$ cat src/rtl/serial_frame_pkg.sv
// Shared definitions for the parity frame serializer: FSM state encoding and default payload width.
package serial_frame_pkg;
  localparam int DEF_WIDTH = 8;

  typedef enum logic [1:0] {
    IDLE   = 2'd0,
    SHIFT  = 2'd1,
    PARITY = 2'd2
  } state_t;
endpackage

$ cat src/rtl/piso_shift_reg.sv
// Parallel-in serial-out register, LSB first. sout is the flop at bit 0, so the stream is registered.
module piso_shift_reg #(
  parameter int WIDTH = 9
) (
  input  logic             clk,
  input  logic             reset,
  input  logic             load,
  input  logic             shift_en,
  input  logic [WIDTH-1:0] din,
  output logic             sout
);
  logic [WIDTH-1:0] sr;

  // Zeros shift in from the top, so the register drains to 0 once the frame is out.
  always_ff @(posedge clk or posedge reset) begin
    if (reset)         sr <= '0;
    else if (load)     sr <= din;
    else if (shift_en) sr <= {1'b0, sr[WIDTH-1:1]};
  end

  assign sout = sr[0];
endmodule

$ cat src/rtl/parity_frame_serializer.sv
// Serializes WIDTH-bit words LSB first, appending one parity bit per frame; frames may run back to back.
module parity_frame_serializer
  import serial_frame_pkg::*;
#(
  parameter int WIDTH = DEF_WIDTH,
  parameter bit ODD   = 1'b0
) (
  input  logic             clk,
  input  logic             reset,
  input  logic [WIDTH-1:0] data_in,
  input  logic             data_valid,
  output logic             data_ready,
  output logic             x,
  output logic             x_valid,
  output logic             frame_end
);
  localparam int IW = $clog2(WIDTH);

  state_t        state;
  logic [IW-1:0] idx;
  logic          xfer, last, pbit;

  assign data_ready = (state != SHIFT);
  assign xfer       = data_valid & data_ready;
  assign last       = (idx == IW'(WIDTH - 1));
  assign pbit       = (^data_in) ^ ODD;

  // The parity bit rides above the payload so it falls out of bit 0 right after the MSB.
  piso_shift_reg #(.WIDTH(WIDTH + 1)) u_piso (
    .clk      (clk),
    .reset    (reset),
    .load     (xfer),
    .shift_en (state != IDLE),
    .din      ({pbit, data_in}),
    .sout     (x)
  );

  always_ff @(posedge clk or posedge reset) begin
    if (reset) begin
      state     <= IDLE;
      idx       <= '0;
      x_valid   <= 1'b0;
      frame_end <= 1'b0;
    end else begin
      case (state)
        IDLE: begin
          if (xfer) begin
            state   <= SHIFT;
            idx     <= '0;
            x_valid <= 1'b1;
          end
        end
        SHIFT: begin
          if (last) begin
            state     <= PARITY;
            idx       <= '0;
            frame_end <= 1'b1;
          end else begin
            idx <= idx + 1'b1;
          end
        end
        PARITY: begin
          frame_end <= 1'b0;
          idx       <= '0;
          if (xfer) begin
            state <= SHIFT;
          end else begin
            state   <= IDLE;
            x_valid <= 1'b0;
          end
        end
        default: begin
          state     <= IDLE;
          idx       <= '0;
          x_valid   <= 1'b0;
          frame_end <= 1'b0;
        end
      endcase
    end
  end
endmodule

$ cat config.mk
export PLATFORM = sky130hd
export DESIGN_NAME = parity_frame_serializer
export DESIGN_NICKNAME = d
export VERILOG_FILES = /design/src/rtl/serial_frame_pkg.sv /design/src/rtl/piso_shift_reg.sv /design/src/rtl/parity_frame_serializer.sv
export SDC_FILE = /design/constraint.sdc
export NUM_CORES = 1
export LEC_CHECK = 0
export BUFFER_PORTS_ARGS = -buffer_cell sky130_fd_sc_hd__buf_2
export CAP_MARGIN = 20
export CELL_PAD_IN_SITES_DETAIL_PLACEMENT = 0
export CELL_PAD_IN_SITES_GLOBAL_PLACEMENT = 1
export CORE_ASPECT_RATIO = 1.75
export CORE_MARGIN = 1
export CORE_UTILIZATION = 30
export CTS_CLUSTER_SIZE = 25
export DETAILED_ROUTE_END_ITERATION = 8
export HOLD_SLACK_MARGIN = 0.1
export PLACE_DENSITY_LB_ADDON = 0.05
export SETUP_SLACK_MARGIN = 0.5
export SYNTH_ARGS = -nofsm -noshare
export SYNTH_HDL_FRONTEND = slang
export SYNTH_SLANG_ARGS = --single-unit
$ cat constraint.sdc
create_clock -name clk -period 2.6 [get_ports clk]
set_input_delay 0.52 -clock clk [delete_from_list [all_inputs] [get_ports clk]]
set_output_delay 0.52 -clock clk [all_outputs]
set_load 0.1 [all_outputs]
== Yosys cells after proc, flatten, opt, wreduce, memory -nomap -nowiden ==
Cells that the tools add are included.

* Flip-flop bits (word level): 16
* Input bits: 11
* Output and inout port bits: 4
* Word-level logic and storage cells: 37

* $add $sub $neg: 1
* Equality and inequality tests: 7
* Muxes and demuxes: 14
* Bitwise gates (word level): 3
* Reduce and logical (&&, ||, !) cells: 7

{| class="wikitable"
|+ Operators by type and width
! operator !! count
|-
| 9-bit two-way mux || 2
|-
| 8-bit parity || 1
|-
| 3-bit two-way mux || 2
|-
| 2-bit one-hot mux with 3 select lines || 1
|-
| 3-bit one-hot mux with 2 select lines || 1
|-
| 1-bit two-way mux || 4
|-
| 2-bit two-way mux || 2
|-
| 2-bit by 1-bit != test with 1-bit output (second input constant) || 2
|-
| 2-bit != test (second input constant) || 2
|-
| 2-bit AND reduction || 2
|-
| 2-bit nonzero test || 2
|-
| 3-bit by 1-bit adder with 3-bit output (second input constant) || 1
|-
| 3-bit equality test (second input constant) || 1
|-
| 1-bit one-hot mux with 3 select lines || 1
|-
| 3-bit AND reduction || 1
|-
| 2-bit by 1-bit equality test with 1-bit output (second input constant) || 1
|-
| 2-bit equality test (second input constant) || 1
|-
| 2-bit zero test || 1
|-
| 1-bit inverter || 2
|-
| 1-bit one-hot mux with 2 select lines || 1
|-
| 1-bit AND || 1
|}

== Logic depth before layout (Yosys ltp) ==
Gate-level depths: netlist (run 1).

* Word-level depth: 4
* Gate-level depth with buffers: 5
* Depth with buffers taken out: 5

== Modules after synthesis ==
Synthesis (run 1) repeated with hierarchy kept, for this count alone.

* Cell total of the unflattened synthesis: 78
* Area total of the unflattened synthesis: 795.8 um^2

{| class="wikitable"
|+ Modules (own cells, without submodules)
! module !! instances !! cells an instance !! area each (um^2) !! sequential area each (um^2)
|-
| piso_shift_reg || 1 || 40 || 421.7 || 225.2
|-
| parity_frame_serializer || 1 || 38 || 374.1 || 175.2
|}

== Least setup slack after synthesis (run 1) ==
No wires, ideal clock.

* Path kind: register to register
* Start: register state[0]
* End: register u_piso.sr[0]
* Setup time: 0.134 ns
* Data arrival time: 1.655 ns
* Required time: 2.466 ns
* Slack: 0.812 ns
* Stages on the path, launching flop included: 6
* Path buffers: 0
* Period minus slack after synthesis: 1.788 ns
* Path through: dfrtp_1 -> nor2b_4 -> inv_1 -> o21ai_2 -> a22oi_1 -> o21ai_0

* Longest elaborated chain between the ends: 3
* Elaborated cells on any way between the ends: 5
* Classes of those cells: eq/ne (1); mux (1); bitwise (1); reduce/logical (2)

{| class="wikitable"
|+ Ends and longest elaborated chain
! item !! line !! source
|-
| start, declared || parity_frame_serializer.sv:19 || <nowiki>state_t state;</nowiki>
|-
| start signal, assigned || parity_frame_serializer.sv:40 || <nowiki>state <= IDLE;</nowiki>
|-
| start signal, assigned || parity_frame_serializer.sv:48 || <nowiki>state <= SHIFT;</nowiki>
|-
| start signal, assigned || parity_frame_serializer.sv:55 || <nowiki>state <= PARITY;</nowiki>
|-
| 2-bit by 1-bit != test with 1-bit output * || parity_frame_serializer.sv:23 || <nowiki>assign data_ready = (state != SHIFT);</nowiki>
|-
| via data_ready || parity_frame_serializer.sv:12 || <nowiki>output logic data_ready,</nowiki>
|-
| 1-bit AND * || parity_frame_serializer.sv:24 || <nowiki>assign xfer = data_valid & data_ready;</nowiki>
|-
| 9-bit two-way mux or 2-bit nonzero test (tied branches) || -- ||
|-
| end signal, assigned || piso_shift_reg.sv:17 || <nowiki>else if (load) sr <= din;</nowiki>
|-
| end signal, assigned || piso_shift_reg.sv:18 || <nowiki>else if (shift_en) sr <= {1'b0, sr[WIDTH-1:1]};</nowiki>
|-
| end, declared || piso_shift_reg.sv:12 || <nowiki>logic [WIDTH-1:0] sr;</nowiki>
|}

The timed path passes the listed nets; every way through them passes the cells marked *.
A chain may end at the register's enable or synchronous reset.

== Worst setup path in the final report (run 1) ==
* Start: register state[0]
* End: output data_ready

* Longest elaborated chain between the ends: 1

{| class="wikitable"
|+ Ends and longest elaborated chain
! item !! line
|-
| 2-bit by 1-bit != test with 1-bit output || parity_frame_serializer.sv:23
|-
| end, declared || parity_frame_serializer.sv:12
|}

No other way between the ends.

==> results of run 1 <==
==> area by class of cell <==
type,count,share of cell area [%]
inverters,3,1.14
well taps,27,3.43
flip-flops and latches,16,40.8
repair buffers,14,7.37
multi-input cells,59,41.7
clock buffers,4,5.59
==> timing repair <==
action	CTS	global route
gates resized for setup	1	1
hold buffers	0	0
setup endpoints to repair	1	1
==> sequential cells by signal (all words and copies together), names as in the netlist <==
name / cells
idx: 3
frame_end: 1
state: 2
x_valid: 1
u_piso.sr: 9
==> Yosys cell counts (all sizes together) <==
library cell / instances
a211oi: 1
a21oi: 7
a22oi: 14
and2: 2
buf: 3
clkbuf: 1
dfrtp: 16
ha: 2
inv: 3
maj3: 1
mux2i: 2
nor2: 8
nor2b: 2
nor3b: 3
o21ai: 9
o21bai: 1
xnor2: 7
==> stage by stage <==
step | setup WS [ns] | instance area, um2 | hold slack, ns | cells
floorplan | 0.812 | 840 | 0.434 | 82
global placement | 0.752 | 926 | 0.491 | 119
detailed placement | 0.750 | 926 | 0.497 | 119
CTS | 0.528 | 983 | 0.363 | 123
global route | 0.629 | 985 | 0.430 | 123
finish | 0.716 | 985 | 0.333 | 123
==> final timing paths <==
kind / endpoint / slack (ns) / from
worst max register to register: u_piso.sr[6]$_DFFE_PP0P_ / 1.18 / state[1]$_DFFE_PP0P_
worst min-delay path: u_piso.sr[0]$_DFFE_PP0P_ / 0.33 / reset
worst max-delay path: data_ready / 0.72 / state[0]$_DFFE_PP0P_
max in group asynchronous: state[0]$_DFFE_PP0P_ / 1.83 / reset
worst min register to register: frame_end$_DFFE_PP0P_ / 0.50 / frame_end$_DFFE_PP0P_
min in group clk: frame_end$_DFFE_PP0P_ / 0.50 / frame_end$_DFFE_PP0P_
==> power by group <==
part / switching (uW) / leakage, uW / total [uW] / internal (uW)
clock: 85.4 / 0.0000288 / 220 / 134
combinational: 378 / 0.000207 / 541 / 164
sequential: 88.7 / 0.000199 / 442 / 354
==> logic make-up after synthesis <==
kind of cell | Yosys count
xor+xnor | 7
buf+inv | 7
fa+ha+maj | 3
mux | 2
flops | 16
compound gates | 32
simple gates | 15
==> per-layer routing <==
| metal | track usage, % | vias up | wire length [um] |
|---|---|---|---|
| met2 | 26.9 | 10 | 1090 |
| met1 | 16.2 | 318 | 747 |
| met4 | 8.96 | 0 | 40 |
| met5 | 0 | - | 0 |
| li1 | - | 325 | - |
| met3 | 2.74 | 4 | 50 |
==> critical path, stage by stage (launching register included) <==
cell     delay (ns)
dfrtp_2        0.51
nor2b_4        0.18
inv_1          0.12
buf_4          0.30
==> results.md, run 1 <==
- Status: finished, final reports clean
- Final ANT Viol Nets: 0
- Via density: 5.34
- Die H: 72.0 um
- Pwr Density: 1220 mW/mm2
- Net Count, Synth: 95
- Clock Latency Late Sink: 0.25 ns
- Reg clk slew, reported paths: 0.06 ns
- Die ar.: 0.00302 mm2
- Vias in the first global route: 753
- DRC: 0
- Wire per inst: 15.7 um
- P&R area growth vs syn: 17.3%
- Deepest clock path buffer count: 2
- Peak VDD IR: 574 uV
- Largest family of logic cells by synthesized area: compound AO/OA/AOI/OAI gates
- Initial Util: 31.2%
- Total track usage: 15.1%
- Simple-Gate Fraction of Synth Area: 10.1%
- Final WL: 1930 um
- Hold crit path type: input pin to async pin
- Postcts setup bufs: 0
- Final setup fails: 0
- Commonest non-fill, non-tap cells in the layout: dfrtp_1 (15), a22oi_1 (14), buf_2 (13)
- Clock tree from TritonCTS: done
- Synth Instances: 82
- Largest net degree at the start of global routing: 20
- Mean area per synthesized cell: 10.2 um2
- Clk root buf: clkbuf_8
- Tightest Pin Transition: 0.620 ns
- Filler Cells Inserted: 294
- Relative slew slack: 58.6%
- Synth Register Bits: 16
- Yosys warning total: 0
- Buffers on Ports: 14
- Commonest non-fill, non-tap cell in the layout: dfrtp_1
- Synth top area cells: dfrtp_1 (48%), a22oi_1 (13%), xnor2_1 (7.3%)
- Startpoint Class: flop
- Netlist Area Pre-Place: 840 um2
- Total power: 1200 uW
- RSZ-0062 raised after global routing: no
- Arrival time at the worst endpoint: 1.36 ns
- R2R depth: 3
- Io pins: 15
- Core area: 0.00269 mm2
- Synth Area in Compound Gates: 24.9%
- GR Overflow Total: 0
- Clk sink count: 16
- Sequential area share after synthesis: 47.7%
- HPWL after DPL: 1420 um
- Max cap viols: 0
- Leak pwr: 0.000435 uW
- Rows: 25
- Antenna Cells: 0
- Multi-input gate area: 410 um2
- Worst Setup End Kind: output port
- Mux cell area share after synthesis: 2.38%
- FF/Latch Area: 402 um2
- Cts bufs inserted: 3
- Die width: 42.0 um
- Nets: 110
- Final Max Tran Viols: 0
- Final hold vios: 0
- Area leader, netlist: dfrtp_1
- H-tree levels: 1
- Period utilisation layout: 72.5%
- Share of cells above drive strength 1: 22.9%
- Placer Congestion: 0.679
- Post-synthesis cell type count: 20
- Crit path kind: flop to output port
- Fin Setup TNS: 0 ns
- Top-area cell type share of the netlist area: 47.7%
- Synth Area in XOR/XNOR: 7.30%
- Fin util: 36.6%
- Synth Area in Adders: 4.17%
- Worst Path Required: 2.08 ns
- Via count of the routed design: 657
- First-pass GRT wire length: 3430 um
- Initial drt markers: 13
- Clk_skew: 0.00395 ns
- Max Clk Rate: 531 MHz
- Crit Path Max Fanout: 17
- Pre-antenna DRT Iters: 2
- Final min period: 1.88 ns
- Initial antenna violation count: 0
(Power assumes the default switching activity.)
==> inputs of run 2 (changes only) <==
Clock period 2.6 ns to 1.8 ns, I/O delays scaled along.
==> results.md, run 2 (synthesized netlist as in run 1, its figures left out) <==
- Share of cells above drive strength 1: 32.7% (+9.8 points)
- Max Clk Rate: 675 MHz
- Final min period: 1.48 ns
- Total track usage: 15.4% (+0.34 points)
- Io pins: 15 (unchanged)
- Reg clk slew, reported paths: 0.07 ns (about the same)
- HPWL after DPL: 1430 um (+0.74%)
- Vias in the first global route: 681 (-9.6%)
- CP max stage cell: dfrtp_2
- CP delay by family, top: flip-flops
- Max reg flops: 9 (unchanged)
- Deepest clock path buffer count: 2 (unchanged)
- Final ANT Viol Nets: 0 (unchanged)
- Clk_skew: 0.00163 ns (-0.00232 ns)
- Max cap viols: 0 (unchanged)
- Clk sink count: 16 (unchanged)
- DRC: 0 (unchanged)
- Die H: 72.0 um (unchanged)
- Final hold vios: 0 (unchanged)
- Crit Path Max Fanout: 2 (-15)
- Fin util: 39.7% (+3.1 points)
- Top flop regs: u_piso.sr x9, idx x3, state x2
- Cts hold-fix bufs: 0 (unchanged)
- Largest register by flop count: u_piso.sr
- Die width: 42.0 um (unchanged)
- Worst Path Required: 1.44 ns (-0.64 ns)
- Status: finished, final reports clean
- Total power: 1910 uW (+59%)
- Peak VDD IR: 972 uV (+69%)
- Via density: 5.30 (-0.83%)
- Pre-antenna DRT Iters: 3 (+1)
- Startpoint Class: flop
- Buffers on Ports: 14 (unchanged)
- Commonest non-fill, non-tap cells in the layout: a22oi_1 (14), dfrtp_1 (14), buf_2 (10)
- R2r setup slk: 0.59 ns (-0.59 ns)
- Tightest Pin Transition: 0.638 ns (+0.0173 ns)
- Cts bufs inserted: 3 (unchanged)
- Relative slew slack: 57.4% (-1.2 points)
- CP Buf/Inv Count: 2 (unchanged)
- Initial antenna violation count: 0 (unchanged)
- First-pass GRT wire length: 3400 um (-0.82%)
- Core area: 0.00269 mm2 (unchanged)
- H-tree levels: 1 (unchanged)
- Via count of the routed design: 678 (+3.2%)
- Wire per inst: 16.1 um (+3.0%)
- Antenna Cells: 0 (unchanged)
- Nets: 115 (+4.5%)
- Clock Latency Late Sink: 0.25 ns (about the same)
- P&R area growth vs syn: 27.3%
- Worst Setup End Kind: output port
- Placed cells: 121 (+1.7%)
- Arrival time at the worst endpoint: 1.12 ns (-0.24 ns)
- CP max stage delay: 0.42 ns (-0.09 ns)
- GR Overflow Total: 0 (unchanged)
- Filler Cells Inserted: 295 (+0.34%)
- RSZ-0062 raised after global routing: yes
- Largest net degree at the start of global routing: 20 (unchanged)
- Worst-path cell chain: nor2b_4, clkinvlp_4, buf_12
- Fin Setup TNS: 0 ns (unchanged)
- Final WL: 2070 um (+7.2%)
- Placer Congestion: 0.703 (+3.7%)
- Final Max Tran Viols: 0 (unchanged)
- Die ar.: 0.00302 mm2 (unchanged)
- Leak pwr: 0.000459 uW (+5.6%)
- Final cell count without fillers: 128 (+4.1%)
- Initial drt markers: 9 (-4)
- Clock tree from TritonCTS: done
- Hold crit path type: input pin to async pin
- Clk root buf: clkbuf_8
- Pwr Density: 1790 mW/mm2 (+46%)
- Initial Util: 31.2% (unchanged)
- Final setup fails: 0 (unchanged)
- Rows: 25 (unchanged)
- Period utilisation layout: 82.4%
- Crit path kind: flop to output port
==> run 2: changes by cell type in the layout (fill, tap and decap cells not counted), sizes merged <==
cell	previous run	this run
inv	3	1
clkinvlp	0	2
buf	14	19
==> run 2: layout make-up <==
class                      instances  area [um2]  share of cell area (%)
multi-input combinational         59         428                    40.0
timing repair buffer              19         130                    12.2
inverter                           3        18.8                    1.76
clock buffer                       4        55.1                    5.15
tap                               27        33.8                    3.16
sequential                        16         403                    37.7
==> run 2: worst register-to-register path, cell delays in order (launching register included) <==
cell and delay [ns]:
dfrtp_1 0.40, ha_1 0.21, ha_2 0.20, nor3b_2 0.18
a21oi_1 0.06, nor2_1 0.10
==> run 2: per-layer routing <==
metal  GRT usage (%)  vias up  part of all wire (%)
li1                -      333                     -
met1            18.7      328                    42
met2            25.0       12                    53
met3            2.74        5                   2.9
met4            9.68        0                   2.7
met5               0        -                     0
==> run 2: repair_timing <==
| item | in CTS | in global routing |
|---|---|---|
| pin swaps | 0 | 0 |
| gates resized for setup | 8 | 5 |
| setup buffers | 3 | 0 |
| setup endpoints to repair | 4 | 8 |
==> run 2: power breakdown <==
part / switching (uW) / internal [uW]
Combinational: 631 / 350
Clock: 132 / 194
Sequential: 89.1 / 512
Total: 852 / 1060
==> run 2: path summary, 6_finish.rpt <==
check,start,depth (start not counted),end
setup / recovery,state[1]$_DFFE_PP0P_,3,data_ready
hold / removal,reset,2,idx[2]$_DFFE_PP0P_
setup reg to reg,idx[0]$_DFFE_PP0P_,5,idx[0]$_DFFE_PP0P_
hold reg to reg,frame_end$_DFFE_PP0P_,2,frame_end$_DFFE_PP0P_
max in group asynchronous,reset,2,x_valid$_DFFE_PP0P_
min in group clk,data_in[1],3,u_piso.sr[1]$_DFFE_PP0P_
==> run 2: through the flow <==
stage / cell area [um2] / setup slack (ns) / hold slack, ns
after floorplan: 852 / 0.229 / 0.274
after global placement: 953 / 0.304 / 0.484
after detailed placement: 953 / 0.275 / 0.486
after CTS: 1050 / 0.330 / 0.204
after global routing: 1070 / 0.266 / 0.236
final: 1070 / 0.318 / 0.178
==> inputs of run 3 (changes only) <==
Settings changed: ABC_AREA set to 1.
Clock period 1.8 ns to 1.5 ns, I/O delays scaled along.
==> results.md, run 3 <==
- Io pins: 15 (unchanged)
- RSZ-0062 raised after global routing: yes
- Asr flop ratio synth: 100% (unchanged)
- Clock tree from TritonCTS: done
- GR Overflow Total: 0 (unchanged)
- Synth Instances: 132 (+61%)
- Yosys warning total: 0 (unchanged)
- Deepest clock path buffer count: 2 (unchanged)
- Antenna Cells: 0 (unchanged)
- Netlist Area Pre-Place: 968 um2 (+15%)
- Wire per inst: 10.9 um (-33%)
- Hold_ws: 0.373 ns (+0.195 ns)
- Critical Path End: data_ready
- Clk root buf: clkbuf_8
- Final hold vios: 0 (unchanged)
- Share of cells above drive strength 1: 40.1% (+7.5 points)
- Initial antenna violation count: 0 (unchanged)
- Pwr Density: 2000 mW/mm2 (+12%)
- Total track usage: 14.7% (-0.77 points)
- Largest net degree at the start of global routing: 18 (-10%)
- Peak VDD IR: 1390 uV (+43%)
- CP max stage cell: dfrtp_1
- Design area: 0.00143 mm2 (+34%)
- Rows: 27 (+8.0%)
- DRC: 0 (unchanged)
- Hold depth: 3
- Via count of the routed design: 897 (+32%)
- Relative slew slack: 85.8% (+28 points)
- Sequential area share after synthesis: 41.3% (-6.3 points)
- Initial drt markers: 7 (-2)
- R2R depth: 6 (+1)
- Post-synthesis cell type count: 16 (-20%)
- Count leader, synth: nand2_1
- Reg clk slew, reported paths: 0.06 ns (about the same)
- Arrival time at the worst endpoint: 0.99 ns (-0.13 ns)
- Tightest Pin Transition: 0.214 ns (-0.424 ns)
- R2r setup slk: 0.27 ns (-0.32 ns)
- Synth Register Bits: 16 (unchanged)
- Vias in the first global route: 892 (+31%)
- Core area: 0.00311 mm2 (+16%)
- CP max stage delay: 0.41 ns (about the same)
- Clk_skew: 0.00433 ns (+0.00270 ns)
- Leak pwr: 0.000761 uW (+66%)
- Multi-input gate area: 572 um2 (+34%)
- Final Max Tran Viols: 0 (unchanged)
- Ys flop type: dfrtp_1
- Max cap viols: 0 (unchanged)
- Die ar.: 0.00347 mm2 (+15%)
- Initial Util: 31.2% (-0.050 points)
- HPWL after DPL: 1650 um (+15%)
- Max reg flops: 9 (unchanged)
- Final min period: 1.29 ns
- Top flop regs: u_piso.sr x9, idx x3, state x2
- Fin Setup TNS: 0 ns (unchanged)
- Clock Latency Late Sink: 0.25 ns (about the same)
- Final setup fails: 0 (unchanged)
- Worst Setup End Kind: output port
- Nets: 176 (+53%)
- Crit Path Max Fanout: 3 (+1)
- Worst-path cell chain: inv_4, nand2_8, buf_12
- Buffers on Ports: 14 (unchanged)
- Placer Congestion: 0.729 (+3.6%)
- Cts bufs inserted: 3 (unchanged)
- FF/Latch Area: 405 um2 (+0.62%)
- Largest register by flop count: u_piso.sr
- Filler Cells Inserted: 324 (+9.8%)
- Final ANT Viol Nets: 0 (unchanged)
- Top-area cell type share of the netlist area: 41.3% (-6.3 points)
- R2r endpoint: u_piso.sr[1]$_DFFE_PP0P_
- Max Clk Rate: 778 MHz
- H-tree levels: 1 (unchanged)
- Worst Path Required: 1.20 ns (-0.24 ns)
- Commonest non-fill, non-tap cells in the layout: nand2_1 (45), inv_1 (18), dfrtp_1 (12)
- Via density: 4.38 (-17%)
- Placed cell areas: 0.00112 mm2 (+17%)
- P&R area growth vs syn: 47.5%
- Post-synth top cells: nand2_1 (51), inv_1 (20), dfrtp_1 (16)
- Post-synth EDFFs: 0 (unchanged)
- Startpoint Class: flop
- Crit path kind: flop to output port
- Status: finished, final reports clean
- Period utilisation layout: 85.7%
- Mean area per synthesized cell: 7.34 um2 (-28%)
- Net Count, Synth: 145 (+53%)
- Synth top area cells: dfrtp_1 (41%), nand2_1 (20%), inv_1 (7.8%)
- Commonest non-fill, non-tap cell in the layout: nand2_1
- Die width: 45.0 um (+7.0%)
- CP startpoint: state[1]$_DFFE_PP0P_
- Area leader, netlist: dfrtp_1
- Hold crit path type: input pin to flop
- Pre-antenna DRT Iters: 4 (+1)
- Crit Reg-Reg Startpoint: state[0]$_DFFE_PP0P_
- Die H: 77.2 um (+7.2%)
- Clk sink count: 16 (unchanged)
- First-pass GRT wire length: 3730 um (+9.7%)
- Final WL: 2230 um (+7.9%)
run 3: how the worst min path moves through the flow:
stage,from,to
2_1_floorplan,reset,idx[0]$_DFFE_PP0P_
3_3_place_gp,reset,u_piso.sr[1]$_DFFE_PP0P_
3_5_place_dp,reset,u_piso.sr[1]$_DFFE_PP0P_
4_1_cts,data_in[2],u_piso.sr[2]$_DFFE_PP0P_
5_1_grt,data_valid,state[0]$_DFFE_PP0P_
6_report,data_valid,x_valid$_DFFE_PP0P_
run 3: area by class of cell:
| cell class | instances | area share, % |
|---|---|---|
| inverter | 22 | 6.48 |
| multi-input combinational | 92 | 40.0 |
| sequential | 16 | 28.4 |
| clock buffer | 4 | 3.85 |
| tap | 43 | 3.77 |
| timing repair inverter | 1 | 0.525 |
| timing repair buffer | 27 | 17.0 |
run 3: timing repair:
action | CTS | global route
gates cloned | 1 | 0
endpoints found under the hold margin | 16 | 0
endpoints found under the setup margin | 19 | 20
pin swaps | 6 | 6
hold buffers | 1 | 0
buffers inserted | 9 | 2
gates resized for setup | 28 | 11
run 3: cells by family (layout without fill, tap and decap cells):
family | after synthesis | count (layout) | share of synthesized area, %
AND/OR/NAND/NOR | 79 | 79 | 33.7
buffers and inverters | 24 | 54 | 11.1
flip-flops | 16 | 16 | 41.3
AO/OA/AOI/OAI | 11 | 11 | 11.2
adder cells (fa/ha/maj) | 2 | 2 | 2.58
run 3: per-layer routing:
metal,share of wire (%),vias to the layer above,global-route usage [%]
li1,-,473,-
met1,36,405,14.4
met2,60,13,27.7
met3,1.7,6,1.41
met4,2.5,0,7.58
met5,0,-,0
run 3: stage by stage:
step | cells | total power [uW] | setup WS (ns) | util (%)
2_1_floorplan | 132 | 1720 | 0.276 | -
3_3_place_gp | 188 | 1960 | 0.269 | 36.0
3_5_place_dp | 188 | 1970 | 0.251 | 36.0
4_1_cts | 203 | 2790 | 0.223 | 44.4
5_1_grt | 205 | 3040 | 0.185 | 46.0
6_report | 205 | 2860 | 0.214 | 46.0
run 3: worst max-delay path: cells and delay by family, from the launching register on:
| family | cells | cell delay (ns) |
|---|---|---|
| buffers and inverters | 2 | 0.26 |
| flip-flops | 1 | 0.41 |
| AND/OR/NAND/NOR | 1 | 0.07 |
run 3: power breakdown:
part           internal [uW]  switching [uW]  total (uW)  leakage (uW)
Combinational            717             989        1710      0.000537
Sequential               628             152         780      0.000196
Clock                    233             144         377     0.0000288
Total                   1580            1290        2860      0.000761
